File: src/rtl/pulse_evt_pkg.sv
// Shared types for the pulse event logger: record layout and the default timestamp width.
package pulse_evt_pkg;

    localparam int TS_W  = 16;
    localparam int REC_W = TS_W + 1;

    typedef struct packed {
        logic            gap_err;
        logic [TS_W-1:0] ts;
    } evt_rec_t;

endpackage

File: src/rtl/evt_sync_fifo.sv
// Single-clock first-word-fall-through FIFO; a pop frees room for a push in the same cycle.
module evt_sync_fifo #(
    parameter int W     = 17,
    parameter int DEPTH = 8
) (
    input  logic                     clk_slow,
    input  logic                     rst,
    input  logic                     push,
    input  logic                     pop,
    input  logic [W-1:0]             din,
    output logic [W-1:0]             dout,
    output logic                     full,
    output logic                     empty,
    output logic [$clog2(DEPTH):0]   level
);

    localparam int AW = $clog2(DEPTH);

    logic [W-1:0]  mem [DEPTH];
    logic [AW-1:0] wr_ptr, rd_ptr;
    logic [W-1:0]  hold_q;
    logic          push_ok, pop_ok;

    assign empty   = (level == '0);
    assign full    = (level == (AW+1)'(DEPTH));
    assign pop_ok  = pop && !empty;
    assign push_ok = push && (!full || pop_ok);

    // Once drained, the head keeps showing the last record that left.
    assign dout = empty ? hold_q : mem[rd_ptr];

    always_ff @(posedge clk_slow) begin
        if (push_ok)
            mem[wr_ptr] <= din;
    end

    always_ff @(posedge clk_slow or posedge rst) begin
        if (rst) begin
            wr_ptr <= '0;
            rd_ptr <= '0;
            level  <= '0;
            hold_q <= '0;
        end else begin
            if (push_ok)
                wr_ptr <= wr_ptr + AW'(1);
            if (pop_ok) begin
                rd_ptr <= rd_ptr + AW'(1);
                hold_q <= mem[rd_ptr];
            end
            case ({push_ok, pop_ok})
                2'b10:   level <= level + 1'b1;
                2'b01:   level <= level - 1'b1;
                default: level <= level;
            endcase
        end
    end

endmodule

File: src/rtl/pulse_event_logger.sv
// Timestamps rising edges of a synchronized pulse, flags closely spaced events and
// queues the records for a valid/ready consumer.
module pulse_event_logger #(
    parameter int TS_W    = pulse_evt_pkg::TS_W,
    parameter int DEPTH   = 8,
    parameter int MIN_GAP = 3,
    parameter int DROP_W  = 8
) (
    input  logic                     clk_slow,
    input  logic                     rst,
    input  logic                     pulse_in,
    input  logic                     ts_clear,
    output logic                     evt_valid,
    input  logic                     evt_ready,
    output logic [TS_W-1:0]          evt_ts,
    output logic                     evt_gap_err,
    output logic [$clog2(DEPTH):0]   fifo_level,
    output logic [DROP_W-1:0]        drop_cnt
);

    localparam int GW = $clog2(MIN_GAP + 1);

    logic            prev_in, have_prev, evt, gap_err, full, empty, pop, drop;
    logic [TS_W-1:0] ts_cnt;
    logic [GW-1:0]   gap_cnt;
    logic [TS_W:0]   rec_in, rec_out;

    assign evt = pulse_in && !prev_in;
    assign pop = evt_valid && evt_ready;
    // gap_cnt counts edges strictly between two events, so the event spacing is gap_cnt+1.
    assign gap_err = have_prev && ((int'(gap_cnt) + 1) < MIN_GAP);
    assign drop    = evt && full && !pop;
    assign rec_in  = {gap_err, ts_cnt};

    always_ff @(posedge clk_slow or posedge rst) begin
        if (rst) begin
            prev_in   <= 1'b0;
            ts_cnt    <= '0;
            gap_cnt   <= '0;
            have_prev <= 1'b0;
            drop_cnt  <= '0;
        end else begin
            prev_in <= pulse_in;
            ts_cnt  <= ts_clear ? '0 : ts_cnt + 1'b1;
            if (evt) begin
                gap_cnt   <= '0;
                have_prev <= 1'b1;
            end else if (int'(gap_cnt) < MIN_GAP) begin
                gap_cnt <= gap_cnt + 1'b1;
            end
            if (drop && drop_cnt != '1)
                drop_cnt <= drop_cnt + 1'b1;
        end
    end

    evt_sync_fifo #(.W(TS_W + 1), .DEPTH(DEPTH)) u_fifo (
        .clk_slow (clk_slow),
        .rst      (rst),
        .push     (evt),
        .pop      (evt_ready),
        .din      (rec_in),
        .dout     (rec_out),
        .full     (full),
        .empty    (empty),
        .level    (fifo_level)
    );

    assign evt_valid   = !empty;
    assign evt_gap_err = rec_out[TS_W];
    assign evt_ts      = rec_out[TS_W-1:0];

endmodule
File: config.mk
export PLATFORM = sky130hd
export DESIGN_NAME = pulse_event_logger
export DESIGN_NICKNAME = d
export VERILOG_FILES = /design/src/rtl/pulse_evt_pkg.sv /design/src/rtl/evt_sync_fifo.sv /design/src/rtl/pulse_event_logger.sv
export SDC_FILE = /design/constraint.sdc
export NUM_CORES = 1
export LEC_CHECK = 0
export BUFFER_PORTS_ARGS = -buffer_cell sky130_fd_sc_hd__buf_2
export CAP_MARGIN = 10
export CORE_MARGIN = 4
export CORE_UTILIZATION = 45
export CTS_BUF_LIST = sky130_fd_sc_hd__clkbuf_4 sky130_fd_sc_hd__clkbuf_8 sky130_fd_sc_hd__clkbuf_16
export DETAILED_ROUTE_END_ITERATION = 8
export GPL_TIMING_DRIVEN = 1
export HOLD_SLACK_MARGIN = 0.03
export PLACE_DENSITY = 0.58
export REMOVE_ABC_BUFFERS = 1
export SYNTH_ARGS = -nofsm -noshare
export SYNTH_HDL_FRONTEND = slang
export SYNTH_SLANG_ARGS = --single-unit
export TNS_END_PERCENT = 30
File: constraint.sdc
create_clock -name clk_slow -period 4 [get_ports clk_slow]
set_input_delay 0.2 -clock clk_slow [delete_from_list [all_inputs] [get_ports clk_slow]]
set_output_delay 0.2 -clock clk_slow [all_outputs]
set_load 0.01 [all_outputs]
==> metrics.csv <==
metric;value;unit
drc;0;
port_buffers;34;
synthesis.area;7700;sq um
ys_async_sr_fraction;0.288;
critical-path-slowest-cell;dfrtp_2;
postCtsResizedCells;0;
ys_top_cells_by_area;edfxtp_1 (53%), dfrtp_1 (18%), mux4_2 (9.9%), mux2i_1 (2.5%), nor2_1 (2.0%);
p_leak;3.28;nW
critPathMaxFanout;23;
hold_viol;0;
arrival;2710;ps
grt_pass1_vias;4070;
postRouteAntennaNets;0;
n_antenna_cell;0;
fin_ws;1090;ps
synth_common_cells;edfxtp_1 (136), dfrtp_1 (55), nor2_1 (41);
numCtsBuffers;17;
r2r_setup_slack;1420;ps
ys_warn_count;0;
core_area;16700;sq um
critPathRequiredTime;3800;ps
regToRegEndpoint;u_fifo.hold_q[1];
cts_tree;yes;
ios;35;
layout-drive-gt1-share;0.239;
syn_inst;473;
setup_viol;0;
nets;534;
grt_pass1_wl;23600;um
rsz0062_at_grt;false;
antenna_found_initial;0;
yosysUniqueCellTypes;34;
p_switching;0.00184;W
cp_num_buf_inv;2;
yosysMostFrequentCell;edfxtp_1;
holdPathEnd;u_fifo.rd_ptr[2];
swShare;0.303;
grtUsageTotal;0.161;
yosys.area.top_type;edfxtp_1;
slew_violations;0;
postSynthAreaPerCell;16.3;sq um
die_h;139;um
status;finished, final reports clean;
powerDensity;685;nW/um^2
rows;47;
start_util;0.461;
synth_seq_cells;191;
setup_tns;0;ps
tightest_slew;914;ps
cts_buffer_depth;2;
grt_max_degree;39;
synth_top_area_frac;0.530;
die_area;19300;sq um
cts.sinks;191;
wirelength;14800;um
path_class;reg2out;
postCtsSetupBuffers;0;
comb_power_share;0.267;
grt_busiest_layer;met2;
met3_usage;0.0341;
area_delta_synth_final;15.1;%
rr_worst_depth;4;
whs_path_depth;3;
pwr-share-seq;0.428;
synth_seq_area_share;0.709;
cap_violations;0;
cts_max_level;4;
use_met1;0.212;
relSlewSlack;0.389;
synth_edf_count;136;
drtPass1Iterations;5;
dpl.hpwl;9020;um
cts-root-buf;clkbuf_16;
worstSetupEndpointType;output port;
met2_usage;0.274;
gp_congestion;0.807;
clock_skew;7.27;ps
critPathLaunchType;flop;
wire_per_inst;19.6;um
max_stage_delay;890;ps
crit_family;flip-flops;
timing.fmax;0.344;GHz
r2r_start;u_fifo.level[1];
irDropWorstVdd;342;uV
p_clk_frac;0.306;
synth_ff_type;edfxtp_1;
vias_per_cell;5.34;
drt_iter0_drc;297;
vias;4030;
grt_overflow;0;
path_clk_slew;70;ps
hold_start;evt_ready;
intPower;0.00423;W
hold_path_class;in2reg;
timing.final.crit_share;0.727;
chipWidth;139;um
post-route-min-period;2910;ps
place_worst_setup_slack;1390;ps
insertion_delay;430;ps
cp_cell_sequence;buf_4 -> mux4_2 -> mux2i_1 -> a21oi_1 -> buf_2;
tightest hold or removal path, cell delays in order:
cell,delay [ps]
buf_2,140
nand3_1,90
xnor2_1,60
routing by layer:
layer / vias up / part of all wire
met3: 12 / 0.026
li1: 1900 / -
met5: - / 0
met4: 0 / 0.0095
met2: 44 / 0.52
met1: 2074 / 0.45
sequential cells by signal (all words and copies together), names as in the netlist:
signal         count
u_fifo.mem       136
u_fifo.hold_q     17
ts_cnt            16
drop_cnt           8
u_fifo.level       4
u_fifo.rd_ptr      3
u_fifo.wr_ptr      3
gap_cnt            2
have_prev          1
prev_in            1
repair_timing:
action,CTS,global route
hold endpoints to repair,30,0
endpoints found under the setup margin,0,0
hold buffers,2,0
area by class of cell:
type | instances | area, sq um
Clock inverter | 14 | 224
Clock buffer | 18 | 439
Tap cell | 220 | 275
Multi-Input combinational cell | 255 | 2140
Inverter | 7 | 26.3
Sequential cell | 191 | 5460
Timing Repair Buffer | 50 | 295
Fill cell | 1377 | 7840
cell usage in the layout, fill, tap and decap left out, drive strengths merged, types with 3 or more instances in the layout:
| cell | instances |
|---|---|
| nor3 | 13 |
| dfrtp | 55 |
| nor2 | 41 |
| nand2 | 29 |
| mux4 | 34 |
| inv | 13 |
| xor2 | 11 |
| nand3 | 11 |
| ha | 7 |
| or3 | 3 |
| a21oi | 23 |
| bufinv | 4 |
| nand4 | 4 |
| mux2i | 19 |
| clkbuf | 18 |
| edfxtp | 136 |
| xnor2 | 13 |
| nand2b | 4 |
| mux2 | 4 |
| buf | 48 |
| clkinv | 4 |
| o21ai | 20 |
| nor4 | 4 |
metrics by stage:
step                cell area (sq um)   util  std cells  hold WS, ps  total power, W
floorplan                        7600      -        453          231         0.00371
global placement                 8180  0.490        721          341         0.00426
detailed placement               8180  0.490        721          349         0.00430
CTS                              8860  0.531        755         95.3         0.00616
global route                     8860  0.531        755          119         0.00642
finish                           8860  0.531        755          108         0.00607
worst max-delay path by stage:
stage	slack (ps)	end	depth (start not counted)	start
floorplan	1100	u_fifo.mem[0][0]	4	u_fifo.level[3]
global placement	1420	evt_ts[6]	5	u_fifo.rd_ptr[0]
detailed placement	1390	u_fifo.hold_q[12]	4	u_fifo.level[1]
CTS	970	evt_gap_err	5	u_fifo.rd_ptr[0]
global route	800	evt_ts[4]	5	u_fifo.rd_ptr[0]
finish	1090	evt_gap_err	5	u_fifo.rd_ptr[0]
power by group through the flow:
stage / Clock, W / Sequential, W / Combinational (W)
after detailed placement: 0 / 0.00265 / 0.00166
final: 0.00186 / 0.00260 / 0.00162
after global routing: 0.00199 / 0.00264 / 0.00179
after floorplan: 0 / 0.00270 / 0.00101
after global placement: 0 / 0.00263 / 0.00163
after CTS: 0.00189 / 0.00261 / 0.00166
cell families after synthesis:
group,count (synthesis),share of synthesized area
DFF,191,0.709
and+or+nand+nor,119,0.0730
muxes,57,0.130
AOI/OAI and AO/OA,48,0.0332
buffers and inverters,27,0.0159
xor gates and xnor gates,24,0.0273
adders and majority gates,7,0.0114
Note: power is estimated with default switching activity, not from simulation.
